`config.mk`:
```
export PLATFORM = sky130hd
export DESIGN_NAME = led_matrix_scanner_flat
export DESIGN_NICKNAME = d
export VERILOG_FILES = /design/src/rtl/led_matrix_pkg.sv /design/src/rtl/led_matrix_scanner_if.sv /design/src/rtl/led_matrix_buffer.sv /design/src/rtl/led_matrix_scanner.sv /design/src/flat_wrapper.sv
export SDC_FILE = /design/constraint.sdc
export NUM_CORES = 1
export LEC_CHECK = 0
export BUFFER_PORTS_ARGS = -buffer_cell sky130_fd_sc_hd__buf_2
export CORE_ASPECT_RATIO = 1.4
export CORE_MARGIN = 10
export CORE_UTILIZATION = 49
export CTS_BUF_LIST = sky130_fd_sc_hd__clkbuf_8
export DETAILED_ROUTE_END_ITERATION = 6
export GPL_ROUTABILITY_DRIVEN = 1
export PLACE_DENSITY = 0.72
export SYNTH_ARGS = -nofsm -noshare
export SYNTH_HDL_FRONTEND = slang
export SYNTH_SLANG_ARGS = --single-unit
```
`constraint.sdc`:
```
create_clock -name clk -period 13.1 [get_ports clk]
set_input_delay 1.31 -clock clk [delete_from_list [all_inputs] [get_ports clk]]
set_output_delay 1.31 -clock clk [all_outputs]
set_load 0.05 [all_outputs]
```
`src/rtl/led_matrix_pkg.sv`:
```
// Shared definitions for the LED-matrix scan controller.
// Holds the per-cell state encoding and the helpers that turn a stored cell
// state into a lit bit.
package led_matrix_pkg;

  typedef enum logic [1:0] {
    CELL_OFF   = 2'b00,
    CELL_ON    = 2'b01,
    CELL_BLINK = 2'b10,
    CELL_RSVD  = 2'b11
  } cell_state_t;

  // The reserved code is kept as "on" so a stray write still lights the cell.
  function automatic cell_state_t cell_store(input logic [1:0] raw);
    cell_state_t s;
    case (raw)
      2'b00:   s = CELL_OFF;
      2'b01:   s = CELL_ON;
      2'b10:   s = CELL_BLINK;
      2'b11:   s = CELL_ON;
      default: s = CELL_OFF;
    endcase
    return s;
  endfunction

  // A blink cell is lit only during the bright half of the blink period.
  function automatic logic cell_lit(input cell_state_t s, input logic phase);
    logic lit;
    case (s)
      CELL_OFF:   lit = 1'b0;
      CELL_ON:    lit = 1'b1;
      CELL_BLINK: lit = phase;
      CELL_RSVD:  lit = 1'b1;
      default:    lit = 1'b0;
    endcase
    return lit;
  endfunction

endpackage

```
`src/rtl/led_matrix_scanner_if.sv`:
```
// Game-logic side of the LED-matrix scanner: cell writes, buffer clear,
// commit request and the commit-pending status.
//   master: game logic (drives writes/clr/commit, reads commit_pending)
//   slave : led_matrix_scanner
interface led_matrix_scanner_if #(
  parameter int ROWS = 7,
  parameter int COLS = 5
);
  localparam int RW = $clog2(ROWS);
  localparam int CW = $clog2(COLS);

  logic          wr_en;
  logic [RW-1:0] wr_row;
  logic [CW-1:0] wr_col;
  logic [1:0]    wr_state;
  logic          clr;
  logic          commit;
  logic          commit_pending;

  modport master (
    output wr_en, wr_row, wr_col, wr_state, clr, commit,
    input  commit_pending
  );

  modport slave (
    input  wr_en, wr_row, wr_col, wr_state, clr, commit,
    output commit_pending
  );
endinterface

```
`src/rtl/led_matrix_buffer.sv`:
```
// Back and front cell buffers of the LED matrix.
//   wr_en/wr_row/wr_col/wr_state : single-cell write into the back buffer
//   clr                          : clear back buffer (beats a same-cycle write)
//   copy                         : copy the whole back buffer to the front
//   rd_row/phase -> rd_lit       : lit bits of one front-buffer row
// The copy samples the back buffer before any same-cycle write or clear, so
// those land in the back buffer only.
module led_matrix_buffer
  import led_matrix_pkg::*;
#(
  parameter int ROWS = 7,
  parameter int COLS = 5,
  parameter int RW   = 3,
  parameter int CW   = 3
) (
  input  logic            clk,
  input  logic            rst,
  input  logic            wr_en,
  input  logic [RW-1:0]   wr_row,
  input  logic [CW-1:0]   wr_col,
  input  logic [1:0]      wr_state,
  input  logic            clr,
  input  logic            copy,
  input  logic [RW-1:0]   rd_row,
  input  logic            phase,
  output logic [COLS-1:0] rd_lit
);

  cell_state_t back_r  [ROWS][COLS];
  cell_state_t front_r [ROWS][COLS];

  // Buffer storage: reset, frame-boundary copy and back-buffer updates.
  always_ff @(posedge clk or posedge rst) begin
    if (rst) begin
      for (int r = 0; r < ROWS; r++) begin
        for (int c = 0; c < COLS; c++) begin
          back_r[r][c]  <= CELL_OFF;
          front_r[r][c] <= CELL_OFF;
        end
      end
    end else begin
      if (copy) begin
        front_r <= back_r;
      end
      // Out-of-range addresses match no cell and are dropped.
      for (int r = 0; r < ROWS; r++) begin
        for (int c = 0; c < COLS; c++) begin
          if (clr) begin
            back_r[r][c] <= CELL_OFF;
          end else if (wr_en && (wr_row == RW'(r)) && (wr_col == CW'(c))) begin
            back_r[r][c] <= cell_store(wr_state);
          end
        end
      end
    end
  end

  // Row read: lit bits of the addressed front-buffer row.
  always_comb begin
    rd_lit = {COLS{1'b0}};
    for (int r = 0; r < ROWS; r++) begin
      if (rd_row == RW'(r)) begin
        for (int c = 0; c < COLS; c++) begin
          rd_lit[c] = cell_lit(front_r[r][c], phase);
        end
      end else begin
        rd_lit = rd_lit;
      end
    end
  end

endmodule

```
`src/rtl/led_matrix_scanner.sv`:
```
// Double-buffered ROWS x COLS LED-matrix scan controller.
//   clk, rst   : clock, asynchronous active-high reset
//   bus        : cell writes, clr, commit request, commit_pending status
//   linhas     : one-hot active-low row select (registered)
//   colunas    : active-high column drive for the selected row (registered)
//   frame_tick : one-cycle pulse in the last cycle of each frame (registered)
// Each row is held for SCAN_DIV cycles; a committed back buffer becomes
// visible only at a frame boundary.
module led_matrix_scanner
  import led_matrix_pkg::*;
#(
  parameter int ROWS         = 7,
  parameter int COLS         = 5,
  parameter int SCAN_DIV     = 1000,
  parameter int BLINK_FRAMES = 16
) (
  input  logic                 clk,
  input  logic                 rst,
  led_matrix_scanner_if.slave  bus,
  output logic [ROWS-1:0]      linhas,
  output logic [COLS-1:0]      colunas,
  output logic                 frame_tick
);

  localparam int RW = $clog2(ROWS);
  localparam int CW = $clog2(COLS);
  localparam int SW = $clog2(SCAN_DIV);
  localparam int BW = (BLINK_FRAMES > 1) ? $clog2(BLINK_FRAMES) : 1;

  localparam logic [SW-1:0] SCAN_LAST  = SW'(SCAN_DIV - 1);
  localparam logic [SW-1:0] SCAN_PRE   = SW'(SCAN_DIV - 2);
  localparam logic [RW-1:0] ROW_LAST   = RW'(ROWS - 1);
  localparam logic [BW-1:0] BLINK_LAST = BW'(BLINK_FRAMES - 1);

  localparam logic [0:0] ST_IDLE    = 1'b0;
  localparam logic [0:0] ST_PENDING = 1'b1;

  logic [SW-1:0]   scan_cnt_r;
  logic [RW-1:0]   row_idx_r;
  logic [BW-1:0]   blink_cnt_r;
  logic            phase_r;
  logic [0:0]      state_r;
  logic [ROWS-1:0] linhas_r;
  logic [COLS-1:0] colunas_r;
  logic            frame_tick_r;

  logic            terminal_s;
  logic            boundary_s;
  logic            copy_s;
  logic [COLS-1:0] lit_s;

  assign terminal_s = (scan_cnt_r == SCAN_LAST);
  assign boundary_s = terminal_s && (row_idx_r == ROW_LAST);
  // A commit landing in the boundary cycle itself is honoured immediately.
  assign copy_s     = boundary_s && ((state_r == ST_PENDING) || bus.commit);

  assign bus.commit_pending = (state_r == ST_PENDING);
  assign linhas             = linhas_r;
  assign colunas            = colunas_r;
  assign frame_tick         = frame_tick_r;

  led_matrix_buffer #(
    .ROWS (ROWS),
    .COLS (COLS),
    .RW   (RW),
    .CW   (CW)
  ) u_buffer (
    .clk      (clk),
    .rst      (rst),
    .wr_en    (bus.wr_en),
    .wr_row   (bus.wr_row),
    .wr_col   (bus.wr_col),
    .wr_state (bus.wr_state),
    .clr      (bus.clr),
    .copy     (copy_s),
    .rd_row   (row_idx_r),
    .phase    (phase_r),
    .rd_lit   (lit_s)
  );

  // Scan counter and row index.
  always_ff @(posedge clk or posedge rst) begin
    if (rst) begin
      scan_cnt_r <= {SW{1'b0}};
      row_idx_r  <= {RW{1'b0}};
    end else if (terminal_s) begin
      scan_cnt_r <= {SW{1'b0}};
      if (row_idx_r == ROW_LAST) begin
        row_idx_r <= {RW{1'b0}};
      end else begin
        row_idx_r <= row_idx_r + RW'(1);
      end
    end else begin
      scan_cnt_r <= scan_cnt_r + SW'(1);
    end
  end

  // Blink frame counter and phase.
  always_ff @(posedge clk or posedge rst) begin
    if (rst) begin
      blink_cnt_r <= {BW{1'b0}};
      phase_r     <= 1'b0;
    end else if (boundary_s) begin
      if (blink_cnt_r == BLINK_LAST) begin
        blink_cnt_r <= {BW{1'b0}};
        phase_r     <= ~phase_r;
      end else begin
        blink_cnt_r <= blink_cnt_r + BW'(1);
      end
    end else begin
      blink_cnt_r <= blink_cnt_r;
    end
  end

  // Commit FSM: IDLE until a commit, PENDING until the next frame boundary.
  always_ff @(posedge clk or posedge rst) begin
    if (rst) begin
      state_r <= ST_IDLE;
    end else begin
      case (state_r)
        ST_IDLE: begin
          if (!boundary_s && bus.commit) begin
            state_r <= ST_PENDING;
          end else begin
            state_r <= ST_IDLE;
          end
        end
        ST_PENDING: begin
          if (boundary_s) begin
            state_r <= ST_IDLE;
          end else begin
            state_r <= ST_PENDING;
          end
        end
        default: state_r <= ST_IDLE;
      endcase
    end
  end

  // Output registers. frame_tick is raised one cycle early so that the
  // registered pulse coincides with the boundary cycle.
  always_ff @(posedge clk or posedge rst) begin
    if (rst) begin
      linhas_r     <= {ROWS{1'b1}};
      colunas_r    <= {COLS{1'b0}};
      frame_tick_r <= 1'b0;
    end else begin
      linhas_r     <= ~({{(ROWS-1){1'b0}}, 1'b1} << row_idx_r);
      colunas_r    <= lit_s;
      frame_tick_r <= (scan_cnt_r == SCAN_PRE) && (row_idx_r == ROW_LAST);
    end
  end

endmodule

```
`src/flat_wrapper.sv`:
```
// flat-port wrapper written by rule: the top's interface ports become plain ports
module led_matrix_scanner_flat import led_matrix_pkg::*;
#(
  parameter int ROWS         = 7,
  parameter int COLS         = 5,
  parameter int SCAN_DIV     = 1000,
  parameter int BLINK_FRAMES = 16
)
  (clk, rst, linhas, colunas, frame_tick, bus_wr_en, bus_wr_row, bus_wr_col, bus_wr_state, bus_clr, bus_commit, bus_commit_pending);
  led_matrix_scanner_if #(.ROWS(ROWS), .COLS(COLS)) bus_i ();
  input  logic clk;
  input  logic rst;
  output logic [ROWS-1:0] linhas;
  output logic [COLS-1:0] colunas;
  output logic frame_tick;
  input wire logic [$bits(bus_i.wr_en)-1:0] bus_wr_en;
  input wire logic [$bits(bus_i.wr_row)-1:0] bus_wr_row;
  input wire logic [$bits(bus_i.wr_col)-1:0] bus_wr_col;
  input wire logic [$bits(bus_i.wr_state)-1:0] bus_wr_state;
  input wire logic [$bits(bus_i.clr)-1:0] bus_clr;
  input wire logic [$bits(bus_i.commit)-1:0] bus_commit;
  output wire logic [$bits(bus_i.commit_pending)-1:0] bus_commit_pending;
  assign bus_i.wr_en = bus_wr_en;
  assign bus_i.wr_row = bus_wr_row;
  assign bus_i.wr_col = bus_wr_col;
  assign bus_i.wr_state = bus_wr_state;
  assign bus_i.clr = bus_clr;
  assign bus_i.commit = bus_commit;
  assign bus_commit_pending = bus_i.commit_pending;
  led_matrix_scanner #(.ROWS(ROWS), .COLS(COLS), .SCAN_DIV(SCAN_DIV), .BLINK_FRAMES(BLINK_FRAMES)) u_core (.clk(clk), .rst(rst), .bus(bus_i), .linhas(linhas), .colunas(colunas), .frame_tick(frame_tick));
endmodule
```
* After elaboration in Yosys (flattened, before gate mapping)
Index checks and enable logic that the tools add are counted.
Word-level totals: flip-flop bits (word level) 172, word-level logic and storage cells 490
Cells by class: shift-type cells 1, bitwise gates (word level) 3, eq/ne operators 127, add/subtract/negate cells 3, mux-type cells 119, reduce and logical (&&, ||, !) cells 159
Operators with widths (count):
- $eq A2 B2 Y1 const B | 72
- $mux W2 | 70
- $pmux W1 S3 | 35
- $eq A2 B1 Y1 const B | 36
- $logic_not A2 Y1 | 36
- $reduce_or A2 Y1 | 36
- $reduce_bool A2 Y1 | 35
- $logic_and A1 B1 Y1 | 46
- $mux W5 | 7
- $eq A3 B3 Y1 const B | 7
- $eq A10 B10 Y1 const B | 2
- $eq A3 B2 Y1 const B | 6
- $add A10 B1 Y10 const B | 1
- $mux W10 | 1
- $eq A3 B1 Y1 const B | 3
- $logic_not A3 Y1 | 3
- $not A7 Y7 | 1
- $shl A1 B3 Y7 const A | 1
- $pmux W2 S3 | 1
- $add A4 B1 Y4 const B | 1
- $eq A4 B4 Y1 const B | 1
- $mux W4 | 1
- $add A3 B1 Y3 const B | 1
- $mux W3 | 1
- 6 further kinds | 8

* Depth between registers and ports, before layout
Gate-level depths: netlist of the first run.
depth in word-level cells 10, gate-level depth with buffers 7, mapped depth without buffers 6

* Hierarchy
A second synthesis of the first run with hierarchy kept.
Second synthesis, totals: cell total of the unflattened synthesis 665, area, all modules 7567.3 sq um
Modules (own cells, without submodules):
- led_matrix_buffer | area an instance 6253.5 sq um, cells an instance 552, times used 1
- led_matrix_scanner | area an instance 1313.8 sq um, cells an instance 113, times used 1

* Worst setup path before layout of the first run
OpenSTA, ideal clock, no wires.
path type input to register, start point input bus_wr_row[2], end point register u_core.u_buffer.back_r[61] (netlist name), setup time 130 ps, data required time 12970 ps, path buffers 1, cell stages on the path 5, slack 10582 ps, data arrival time 2388 ps, cell sequence clkbuf_1 > nor4b_2 > nand2_1 > nand3b_1 > o21ai_0
Between the ends: cells in the longest elaborated chain, start to end 4
RTL lines:
- start, declared | line flat_wrapper.sv:17 | input wire logic [$bits(bus_i.wr_row)-1:0] bus_wr_row;
- $logic_not A3 Y1 | line led_matrix_buffer.sv:50 | end else if (wr_en && (wr_row == RW'(r)) && (wr_col == CW'(c))) begin
- $logic_and A1 B1 Y1 (2 in series) | line led_matrix_buffer.sv:50
- $reduce_bool A2 Y1 (no line)
- end signal, assigned by index | line led_matrix_buffer.sv:51 | back_r[r][c] <= cell_store(wr_state);
- end, declared | line led_matrix_buffer.sv:29 | cell_state_t back_r [ROWS][COLS];
No other way between the ends. A chain may end at the register's enable or synchronous reset.

* Worst setup path after layout of the first run
start point register u_core.row_idx_r[1], end point register u_core.u_buffer.front_r[67] (netlist name)
Between the ends: cells in the longest elaborated chain, start to end 3
RTL lines:
- start, declared | line led_matrix_scanner.sv:39 | logic [RW-1:0] row_idx_r;
- start signal, assigned | line led_matrix_scanner.sv:85 | row_idx_r <= {RW{1'b0}};
- start signal, assigned | line led_matrix_scanner.sv:89 | row_idx_r <= {RW{1'b0}};
- start signal, assigned | line led_matrix_scanner.sv:91 | row_idx_r <= row_idx_r + RW'(1);
- $eq A3 B3 Y1 | line led_matrix_scanner.sv:53 | assign boundary_s = terminal_s && (row_idx_r == ROW_LAST);
- $logic_and A1 B1 Y1 | line led_matrix_scanner.sv:53
- $logic_and A1 B1 Y1 | line led_matrix_scanner.sv:55 | assign copy_s = boundary_s && ((state_r == ST_PENDING) || bus.commit);
- end signal, assigned | line led_matrix_buffer.sv:43 | front_r <= back_r;
- end, declared | line led_matrix_buffer.sv:30 | cell_state_t front_r [ROWS][COLS];
No other way between the ends.

==> results of run 1 <==
==> layout make-up <==
type                    count  area (µm²)
well taps                 192         240
clock buffers              17         234
fillers                  1330        6930
multi-input cells         441        2980
inverters                   9        38.8
clock inverters            15         178
repair buffers             37         213
flip-flops and latches    172        4310
==> flip-flops by register name (all words and copies together) (netlist names) <==
signal,flops
u_core.row_idx_r,3
u_core.colunas,5
u_core.u_buffer.front_r,70
u_core.linhas,7
u_core.phase_r,1
u_core.scan_cnt_r,10
u_core.frame_tick,1
u_core.bus.commit_pending,1
u_core.blink_cnt_r,4
u_core.u_buffer.back_r,70
==> cells by family (layout without fill, tap and decap cells) <==
| family | Yosys count | in the layout | share of synthesized area [%] |
|---|---|---|---|
| xor+xnor | 9 | 9 | 1.04 |
| flops | 172 | 172 | 56.8 |
| simple gates | 195 | 195 | 14.0 |
| buf+inv | 52 | 78 | 3.96 |
| compound gates | 147 | 147 | 10.5 |
| mux | 86 | 86 | 13.0 |
| fa+ha+maj | 4 | 4 | 0.659 |
==> cells in the mapped netlist, types with 2 or more instances <==
| master | number | area, µm² |
|---|---|---|
| a211o_1 | 5 | 43.8 |
| a211oi_1 | 5 | 37.5 |
| a21o_1 | 5 | 37.5 |
| a21oi_1 | 74 | 370 |
| and3b_1 | 2 | 17.5 |
| buf_2 | 4 | 20.0 |
| buf_6 | 2 | 22.5 |
| buf_8 | 6 | 90.1 |
| clkbuf_1 | 29 | 109 |
| dfrtp_1 | 165 | 4130 |
| dfstp_2 | 7 | 184 |
| ha_1 | 4 | 50.1 |
| inv_1 | 9 | 33.8 |
| mux2_2 | 61 | 687 |
| mux2_4 | 10 | 150 |
| mux2i_1 | 15 | 150 |
| nand2_1 | 62 | 233 |
| nand2b_1 | 15 | 93.8 |
| nand3_1 | 25 | 125 |
| nand3b_1 | 22 | 165 |
| nand4b_1 | 3 | 26.3 |
| nor2_1 | 35 | 131 |
| nor3_1 | 3 | 15.0 |
| nor3b_1 | 5 | 37.5 |
| nor4bb_1 | 3 | 30.0 |
| o21ai_0 | 46 | 230 |
| o22ai_1 | 10 | 62.6 |
| or2_2 | 2 | 12.5 |
| or3_1 | 3 | 18.8 |
| or3b_2 | 4 | 35.0 |
| xnor2_1 | 5 | 43.8 |
| xor2_1 | 4 | 35.0 |
==> layer usage <==
| metal | track usage, % | part of all wire (%) | wire length, µm | up-vias |
|---|---|---|---|---|
| met1 | 18.6 | 41 | 6680 | 2554 |
| met5 | 0 | 0 | 0 | - |
| met4 | 7.88 | 3.4 | 554 | 0 |
| li1 | - | - | - | 2346 |
| met3 | 2.81 | 4.3 | 709 | 33 |
| met2 | 26.6 | 51 | 8360 | 150 |
==> metrics by stage <==
stage / total power, mW / instances / setup slack (ps)
detailed placement: 0.574 / 851 / 10040
global placement: 0.573 / 851 / 10140
CTS: 0.944 / 883 / 10260
global route: 0.969 / 883 / 10090
finish: 0.935 / 883 / 10250
floorplan: 0.564 / 665 / 7140
==> critical path, delay by kind of cell (launching register included) <==
family / cells / cell delay (ps)
DFF: 1 / 650
and+or+nand+nor: 3 / 830
buffers and inverters: 1 / 760
muxes: 1 / 420
==> worst paths after layout <==
| path | endpoint | start | cells after the start |
|---|---|---|---|
| max | u_core.u_buffer.front_r[67]$_DFFE_PP0P_ | u_core.row_idx_r[1]$_DFFE_PP0N_ | 5 |
| min | u_core.u_buffer.front_r[0]$_DFFE_PP0P_ | u_core.u_buffer.back_r[0]$_DFFE_PP0P_ | 1 |
| max reg2reg | u_core.u_buffer.front_r[67]$_DFFE_PP0P_ | u_core.row_idx_r[1]$_DFFE_PP0N_ | 5 |
| min reg2reg | u_core.u_buffer.front_r[0]$_DFFE_PP0P_ | u_core.u_buffer.back_r[0]$_DFFE_PP0P_ | 1 |
| max in group asynchronous | u_core.u_buffer.front_r[12]$_DFFE_PP0P_ | rst | 3 |
| min in group asynchronous | u_core.u_buffer.front_r[49]$_DFFE_PP0P_ | rst | 2 |
==> power by group <==
part           total, mW  switching, mW  internal [mW]
combinational     0.0319         0.0251        0.00678
sequential         0.532       0.000335          0.531
clock              0.371          0.211          0.161
==> results.env, run 1 <==
OUTCOME='completed'
STANDARD_CELL_WITH_THE_MAXIMUM_STAGE_DELAY_ON_THE_CRITICAL_PATH='buf_4'
DRT.ANTENNA.VIOLATING_NETS=0
CTS_HOLD_BUF=0
LAYOUT_COMMONEST_CELL='dfrtp_1'
WORSTSKEWPAIRLATENCY_PS=450
GRT_USE_TOTAL_PCT=15.7
POSTLAYOUTCELLAREA_UM2=8190
CTS_TREE='yes'
CRIT_ARRIVAL_PS=3170
FINALHOLDWORSTSLACK_PS=507
PWR_DENSITY_CELL_nW_PER_UM2=114
POST_CTS.REPAIR.SETUP_BUFFERS=0
CTS_ROOT_BUFFER='clkbuf_8'
TRITONCTS_NUM_SINKS=172
N_ANTENNA_CELL=0
DIE-AREA_UM2=20900
CTS_MAX_LEVEL=4
PIN_COUNT_OF_THE_BIGGEST_NET_ENTERING_GLOBAL_ROUTING=111
SEQ_AREA_FRAC_SYNTH_PCT=56.8
DATA_REQUIRED_TIME_AT_THE_WORST_ENDPOINT_PS=13420
WIRE_PER_INST_UM=18.5
DESIGN.CORE.AREA_UM2=15100
SETUP_VIOLATIONS=0
TIMING_HOLD_VIOLATIONS_FINAL=0
CLK_PIN_SLEW_PS=100
FIN_CRIT_PS=2850
VDD.IR_DROP.WORST_V=0.0000761
WORSTMARGINPINSLEW_PS=1100
TOP_LEVEL_PORTS=27
DIE_HEIGHT_UM=167
DRV.MAX_CAP_VIOLATION_COUNT=0
FINAL_CELL_MIX='165 x dfrtp_1, 74 x a21oi_1, 62 x nand2_1, 61 x mux2_2, 46 x o21ai_0'
CTS.PATH.MAX_BUFFERS=2
FF2FF_SETUP_SLACK_PS=10250
YS.WARNINGS.COUNT=0
FINAL_CLOCK_PERIOD_UTILIZATION_BY_THE_WORST_PATH_PCT=21.7
STATIC-LEAKAGE-POWER_nW=3.69
SYNTH_ASYNC_SR_FLOP_SHARE_PCT=100
ROUTED_WIRELENGTH_MM=16.3
CRIT_PATH_CELL_TRACE='and3b_1 -> nand4_4 -> nor2_8 -> buf_4 -> mux2_2'
YOSYS_MOST_USED_DFF='dfrtp_1'
GRT.OVERFLOW.TOTAL=0
VIAS_IN_THE_FIRST_GLOBAL_ROUTE=5165
VIASPERCELL=5.76
CORE.ROWCOUNT=53
SYNTHDISTINCTLIBCELLS=47
SYN2LAYOUT_AREA_GROWTH_PCT=7.95
SYNTH.AVG_CELL_AREA_UM2=11.4
FINAL_NET_COUNT=695
YS_FF_LATCH=172
NUMBER_OF_ANTENNA_VIOLATIONS_AT_THE_FIRST_CHECK_IN_GLOBAL_ROUTING=0
SYN-INSTANCE-COUNT=665
DETAIL_ROUTE.ITER0.VIOLATIONS=399
CHIPWIDTH_UM=125
FINAL_CORE_UTIL_PCT=54.2
EDFF_COUNT_SYNTH=0
SLOWEST_DELAY_PS=760
FRACTION_OF_FINAL_LAYOUT_CELLS_SIZED_BEYOND_DRIVE_STRENGTH_1_PCT=23.4
NUMBER_OF_PINS_WITH_NEGATIVE_MAX_SLEW_SLACK_IN_THE_FINAL_REPORT=0
CTS_REPAIR_RESIZE_COUNT=0
NUMPORTBUFFERS=26
GRT_PASS1_WL_MM=27.0
GP_CONGESTION=0.804
RELSLEWSLACK_PCT=26.7
DRT_DRC_VIOLATIONS_LEFT=0
FINAL.SETUP.TNS_PS=0
SYNTH_FP_NETS=682
POST_SYNTH_INSTANCE_AREA_UM2=7590
START_UTIL_PCT=50.2
PLACE_HPWL_MM=10.5
DPL-INSTANCE-AREA_UM2=7780
CRITICAL_PATH.MAX_FANOUT=70
MAX_CLOCK_SKEW_PS=13.3
TIMING.FMAX_MHz=351
CTS_MADE_BUFFERS=17
WORST-SETUP-PATH-TYPE='reg2reg'
TYPE_OF_THE_TIGHTEST_MIN_DELAY_CHECK='reg2reg'
SETUP_REPAIR_AFTER_GLOBAL_ROUTING_MISSED_ITS_MARGIN='false'
END_KIND='register'
VIAS=5083
ROUTER_ITERATIONS_BEFORE_ANTENNA_REPAIR=7
WORST_SETUP_PATH_START_KIND='register'
Note: power is estimated with default switching activity, not from simulation.
==> run 2, diff against run 1 <==
- clock period: 13.1 -> 2.7 ns (I/O delays scaled with it)
==> run 2 against run 1 <==
Sequential share of layout area shrank 0.64 points. First-iteration DRC count shrank 12%. Clock power grew to 5.0 times the previous value. Critical path depth is the same. Wire length is essentially flat. Global-route usage grew 0.11 points.
==> results.env, run 2 (same netlist as run 1, synthesis figures left out) <==
DIE_HEIGHT_UM=167
ROUTER_ITERATIONS_BEFORE_ANTENNA_REPAIR=5
NUMPORTBUFFERS=26
GRT.OVERFLOW.TOTAL=0
CRIT_PATH_CELL_TRACE='and3b_1 -> nand4_4 -> nor2_8 -> buf_12 -> mux2_2'
FINAL_CELL_MIX='165 x dfrtp_1, 74 x a21oi_1, 62 x nand2_1, 61 x mux2_2, 46 x o21ai_0'
TYPE_OF_THE_TIGHTEST_MIN_DELAY_CHECK='in2reg'
NUMBER_OF_ANTENNA_VIOLATIONS_AT_THE_FIRST_CHECK_IN_GLOBAL_ROUTING=0
POST_CTS.REPAIR.SETUP_BUFFERS=0
CTS.PATH.MAX_BUFFERS=2
CLK_PIN_SLEW_PS=90
DRT.ANTENNA.VIOLATING_NETS=0
END_KIND='register'
FINAL.SETUP.TNS_PS=0
SETUP_VIOLATIONS=0
CHIPWIDTH_UM=125
NUMBER_OF_PINS_WITH_NEGATIVE_MAX_SLEW_SLACK_IN_THE_FINAL_REPORT=0
MULTI_INPUT_COMB_AREA_UM2=2980
CELL_FAMILY_WITH_MOST_CP_DELAY='simple AND/OR/NAND/NOR gates'
N_ANTENNA_CELL=0
WORST-SETUP-PATH-TYPE='reg2reg'
SLOWEST_DELAY_PS=590
MAX_CLOCK_SKEW_PS=11.8
GRT_USE_TOTAL_PCT=15.8
CRITICAL_PATH.MAX_FANOUT=28
VIASPERCELL=5.71
TIMING.FMAX_MHz=424
CTS_ROOT_BUFFER='clkbuf_8'
TOP_LEVEL_PORTS=27
FRACTION_OF_FINAL_LAYOUT_CELLS_SIZED_BEYOND_DRIVE_STRENGTH_1_PCT=24.1
DRT_DRC_VIOLATIONS_LEFT=0
PLACE_HPWL_MM=11.0
FINAL_NET_COUNT=703
ROUTED_WIRELENGTH_MM=16.3
CTS_TREE='yes'
SETUP_REPAIR_AFTER_GLOBAL_ROUTING_MISSED_ITS_MARGIN='false'
WIRE_PER_INST_UM=18.3
DETAIL_ROUTE.ITER0.VIOLATIONS=350
SEQ_AREA_UM2=4310
GP_CONGESTION=0.812
CRIT_ARRIVAL_PS=2690
OUTCOME='completed'
FILL_CELLS=1312
START_UTIL_PCT=50.2
SYN2LAYOUT_AREA_GROWTH_PCT=9.28
CTS_MADE_BUFFERS=17
CTS_MAX_LEVEL=4
TOTAL_POWER_AFTER_LAYOUT_mW=4.60
WORSTMARGINPINSLEW_PS=889
DRV.MAX_CAP_VIOLATION_COUNT=0
DIE-AREA_UM2=20900
TRITONCTS_NUM_SINKS=172
LAYOUT_COMMONEST_CELL='dfrtp_1'
DESIGN.CORE.AREA_UM2=15100
GRT_PASS1_WL_MM=27.0
STANDARD_CELL_WITH_THE_MAXIMUM_STAGE_DELAY_ON_THE_CRITICAL_PATH='dfrtp_1'
WORST_SETUP_PATH_START_KIND='register'
STATIC-LEAKAGE-POWER_nW=3.74
TIMING_HOLD_VIOLATIONS_FINAL=0
RELSLEWSLACK_PCT=40.7
WORSTSKEWPAIRLATENCY_PS=450
FIN_CRIT_PS=2360
DATA_REQUIRED_TIME_AT_THE_WORST_ENDPOINT_PS=3040
PIN_COUNT_OF_THE_BIGGEST_NET_ENTERING_GLOBAL_ROUTING=81
VIAS=5081
VDD.IR_DROP.WORST_V=0.000299
VIAS_IN_THE_FIRST_GLOBAL_ROUTE=5250
CRITICAL_PATH_BUF_INV_COUNT=1
PWR_DENSITY_CELL_nW_PER_UM2=555
CORE.ROWCOUNT=53
BIGGESTREGSBYFLOPS='u_core.u_buffer.back_r: 70 flops, u_core.u_buffer.front_r: 70 flops, u_core.scan_cnt_r: 10 flops'
FINAL_CLOCK_PERIOD_UTILIZATION_BY_THE_WORST_PATH_PCT=87.3
run 2: cell count changes in the layout (fill, tap and decap cells not counted), sizes merged:
cell	previous run	this run
bufinv	1	2
dlygate4sd3	0	1
clkbuf	17	19
clkinv	6	3
buf	37	44
clkinvlp	2	1
run 2: power by group:
group | leakage [nW] | switching [mW] | internal (mW)
registers | 2.36 | 0.00165 | 2.58
logic | 1.17 | 0.123 | 0.0397
clock network | 0.212 | 0.964 | 0.899
total | 3.74 | 1.09 | 3.52
run 2: routing by layer:
layer  GRT usage (%)  vias up  part of all wire [%]  wire (µm)
met1            17.9     2569                    41       6660
li1                -     2368                     -          -
met3            3.44       30                   4.2        690
met4            6.98        0                   2.6        420
met2            27.7      114                    52       8550
met5               0        -                     0          0
run 2: worst paths after layout:
kind                                                            to                             from  slack [ps]  cells past startpoint
min in group asynchronous           u_core.scan_cnt_r[5]$_DFF_PP0_                              rst         390                      3
max reg2reg                u_core.u_buffer.front_r[59]$_DFFE_PP0P_  u_core.row_idx_r[1]$_DFFE_PP0N_         340                      5
max                        u_core.u_buffer.front_r[59]$_DFFE_PP0P_  u_core.row_idx_r[1]$_DFFE_PP0N_         340                      5
max in group asynchronous   u_core.u_buffer.back_r[58]$_DFFE_PP0P_                              rst        1420                      4
min                            u_core.bus.commit_pending$_DFF_PP0_                       bus_commit          30                      2
min reg2reg                         u_core.scan_cnt_r[4]$_DFF_PP0_   u_core.scan_cnt_r[4]$_DFF_PP0_         500                      1
run 2: final cells by class:
| class | instances | share of cell area [%] |
|---|---|---|
| flip-flops and latches | 172 | 52.0 |
| repair buffers | 45 | 3.77 |
| clock buffers | 19 | 3.15 |
| inverters | 9 | 0.453 |
| well taps | 192 | 2.90 |
| clock inverters | 12 | 1.84 |
| multi-input cells | 441 | 35.9 |
run 2: metrics by stage:
step,setup WS (ps),instances,utilization [%],area [µm²],hold WS [ps]
global placement,457,858,52.1,7870,320
finish,342,890,54.9,8290,29.1
detailed placement,369,858,52.1,7870,331
global route,222,890,54.9,8290,19.9
CTS,344,890,54.9,8290,10.5
floorplan,239,665,-,7590,387
run 2: timing repair:
item | 4_1_cts | 5_1_grt
hold endpoints to repair | 17 | 0
hold buffers | 1 | 0
resized for setup | 0 | 0
==> run 3, diff against run 2 <==
- CAP_MARGIN: default -> 25
- PLACE_DENSITY: 0.72 -> 0.75
- clock period: 2.7 -> 1.94 ns (I/O delays scaled with it)
==> run 3 against run 2 <==
Die area did not move. Global-route usage rose by 0.69 points. Critical path depth rose by 1. Non-clock buffer count grew 28. Wire length rose by 5.8%. Fmax up 24%. Clock skew rose by 9.0 ps. Clock power rose by 26%. Sequential cell count did not move. Core utilization rose by 1.9 points.
==> results.env, run 3 (same netlist as run 1, synthesis figures left out) <==
OUTCOME='completed'
CTS_MADE_BUFFERS=17
TOP_LEVEL_PORTS=27
CRIT_PATH_CELL_TRACE='and4bb_2 -> nand4_4 -> nor2_8 -> buf_4 -> buf_12 -> mux2_2'
RR_ENDPOINT='u_core.u_buffer.front_r[6]$_DFFE_PP0P_'
DESIGN.CORE.AREA_UM2=15100
DETAIL_ROUTE.ITER0.VIOLATIONS=390
GLOBALROUTEMET2UTIL_PCT=28.0
DRV.MAX_CAP_VIOLATION_COUNT=0
STANDARD_CELL_WITH_THE_MAXIMUM_STAGE_DELAY_ON_THE_CRITICAL_PATH='dfrtp_1'
VIAS_IN_THE_FIRST_GLOBAL_ROUTE=5499
DRT_DRC_VIOLATIONS_LEFT=0
VIASPERCELL=5.77
TRITONCTS_NUM_SINKS=172
SETUP_VIOLATIONS=0
RELSLEWSLACK_PCT=57.9
WORSTSKEWPAIRLATENCY_PS=470
N_ANTENNA_CELL=0
SEQ_AREA_UM2=4310
WORSTMARGINPINSLEW_PS=630
SLOWEST_DELAY_PS=420
TYPE_OF_THE_TIGHTEST_MIN_DELAY_CHECK='in2reg'
CTS_TREE='yes'
NUMPORTBUFFERS=26
WIRE_PER_INST_UM=18.8
CORE.ROWCOUNT=53
CTS_MAX_LEVEL=4
STATIC-LEAKAGE-POWER_nW=3.90
ROUTER_ITERATIONS_BEFORE_ANTENNA_REPAIR=5
PRE_CTS_WORST_SETUP_SLACK_PS=35.4
POSTLAYOUTCELLAREA_UM2=8580
CRITICAL_PATH.MAX_FANOUT=18
DPL-INSTANCE-AREA_UM2=8040
MIN_TO='u_core.u_buffer.back_r[48]$_DFFE_PP0P_'
SETUP_WS_PS=42.7
GP_CONGESTION=0.831
DIE-AREA_UM2=20900
CRIT_ARRIVAL_PS=2250
TIMING.FMAX_MHz=527
CELL_FAMILY_WITH_MOST_CP_DELAY='simple AND/OR/NAND/NOR gates'
R2R_START='u_core.scan_cnt_r[3]$_DFF_PP0_'
DATA_REQUIRED_TIME_AT_THE_WORST_ENDPOINT_PS=2290
TOTAL_POWER_AFTER_LAYOUT_mW=6.17
GROUTE.LAYER.MET1.USAGE_PCT=18.7
HOLD_PATH_STARTPOINT='bus_clr'
TIMING_HOLD_VIOLATIONS_FINAL=0
GRT.OVERFLOW.TOTAL=0
WORST_SETUP_PATH_START_KIND='register'
BIGGESTREGSBYFLOPS='u_core.u_buffer.back_r: 70 flops, u_core.u_buffer.front_r: 70 flops, u_core.scan_cnt_r: 10 flops'
GRT_USE_TOTAL_PCT=16.5
INTPOWER_mW=4.64
COMBPWRFRAC_PCT=4.0
FILL_CELLS=1244
DRT.ANTENNA.VIOLATING_NETS=0
PLACED_CELLS=874
WORSTHOLDPATHCELLS=3
FRACTION_OF_FINAL_LAYOUT_CELLS_SIZED_BEYOND_DRIVE_STRENGTH_1_PCT=27.5
FINAL_NET_COUNT=732
WORST-SETUP-PATH-TYPE='reg2reg'
POWER.SHARE.SEQUENTIAL_PCT=58.2
MAX_CLOCK_SKEW_PS=20.8
GRTUSAGEMET3_PCT=3.00
PWR_DENSITY_CELL_nW_PER_UM2=719
CRITICAL_PATH_BUF_INV_COUNT=2
CLKPWRFRAC_PCT=37.9
GRT_PASS1_WL_MM=28.0
START_UTIL_PCT=50.2
TOP_USAGE_LAYER='met2'
CLK_PIN_SLEW_PS=100
CTS_ROOT_BUFFER='clkbuf_8'
DIE_HEIGHT_UM=167
ROUTED_WIRELENGTH_MM=17.3
R2R.WORST_PATH.CELLS=6
TOTAL_SWITCHING_POWER_mW=1.54
FINISH.CELL_COUNT_WITHOUT_FILLERS=920
MULTI_INPUT_COMB_AREA_UM2=2990
SYN2LAYOUT_AREA_GROWTH_PCT=13.1
FINAL_CLOCK_PERIOD_UTILIZATION_BY_THE_WORST_PATH_PCT=97.8
NUMBER_OF_PINS_WITH_NEGATIVE_MAX_SLEW_SLACK_IN_THE_FINAL_REPORT=0
END_KIND='register'
FIN_CRIT_PS=1900
FF2FF_SETUP_SLACK_PS=40
FINAL_CELL_MIX='165 x dfrtp_1, 74 x a21oi_1, 62 x nand2_1, 61 x mux2_2, 46 x o21ai_0'
SWITCHING_SHARE_PCT=24.9
VIAS=5310
CHIPWIDTH_UM=125
VDD.IR_DROP.WORST_V=0.000395
LAYOUT_COMMONEST_CELL='dfrtp_1'
PIN_COUNT_OF_THE_BIGGEST_NET_ENTERING_GLOBAL_ROUTING=71
NUMBER_OF_ANTENNA_VIOLATIONS_AT_THE_FIRST_CHECK_IN_GLOBAL_ROUTING=0
CTS.PATH.MAX_BUFFERS=2
PLACE_HPWL_MM=11.4
## run 3: final cells by class
type	instances	share of cell area, %
Clock buffer	19	3.05
Inverter	9	0.437
Sequential cell	172	50.3
Clock inverter	13	1.22
Timing Repair Buffer	73	7.35
Tap cell	192	2.80
Multi-Input combinational cell	442	34.9
## run 3: metrics by stage
step / hold slack (ps) / setup TNS [ps] / utilization [%]
floorplan: 311 / -73420 / -
global placement: 213 / 0 / 53.2
detailed placement: 218 / 0 / 53.2
CTS: 226 / 0 / 55.7
global route: 246 / -51.7 / 56.8
finish: 225 / 0 / 56.8
## run 3: per-layer routing
| metal | up-vias | share of wire [%] | routed length (µm) |
|---|---|---|---|
| li1 | 2425 | - | - |
| met1 | 2669 | 40 | 6850 |
| met2 | 159 | 51 | 8840 |
| met3 | 57 | 3.9 | 681 |
| met4 | 0 | 5.1 | 887 |
| met5 | - | 0 | 0 |
## run 3: how the worst max path moves through the flow
stage | from | endpoint | slack [ps] | depth (start not counted)
after floorplan | rst | u_core.blink_cnt_r[0]$_DFFE_PP0P_ | -440 | 1
after global placement | u_core.row_idx_r[0]$_DFFE_PP0N_ | u_core.colunas[0]$_DFF_PP0_ | 50 | 7
after detailed placement | u_core.row_idx_r[0]$_DFFE_PP0N_ | u_core.colunas[1]$_DFF_PP0_ | 40 | 7
after CTS | u_core.scan_cnt_r[3]$_DFF_PP0_ | u_core.u_buffer.front_r[54]$_DFFE_PP0P_ | 2 | 5
after global routing | u_core.scan_cnt_r[3]$_DFF_PP0_ | u_core.u_buffer.front_r[1]$_DFFE_PP0P_ | -10 | 6
final | u_core.scan_cnt_r[3]$_DFF_PP0_ | u_core.u_buffer.front_r[6]$_DFFE_PP0P_ | 40 | 6
## run 3: power by group through the flow
| stage | registers (mW) | clock network (mW) | logic, mW |
|---|---|---|---|
| after detailed placement | 3.66 | 0 | 0.243 |
| after global placement | 3.66 | 0 | 0.235 |
| after CTS | 3.59 | 2.37 | 0.247 |
| after floorplan | 3.66 | 0 | 0.148 |
| after global routing | 3.59 | 2.52 | 0.270 |
| final | 3.59 | 2.34 | 0.244 |
## run 3: repair_timing
item | 4_1_cts | 5_1_grt
setup buffers | 0 | 7
setup endpoints to repair | 0 | 68
hold endpoints to repair | 13 | 0
gates resized for setup | 0 | 4
hold buffers | 2 | 0
## run 3: worst register-to-register path: stages, from the launching register on
cell,delay (ps)
dfrtp_1,420
and4bb_2,370
nand4_4,180
nor2_8,170
buf_4,140
buf_12,150
mux2_2,360
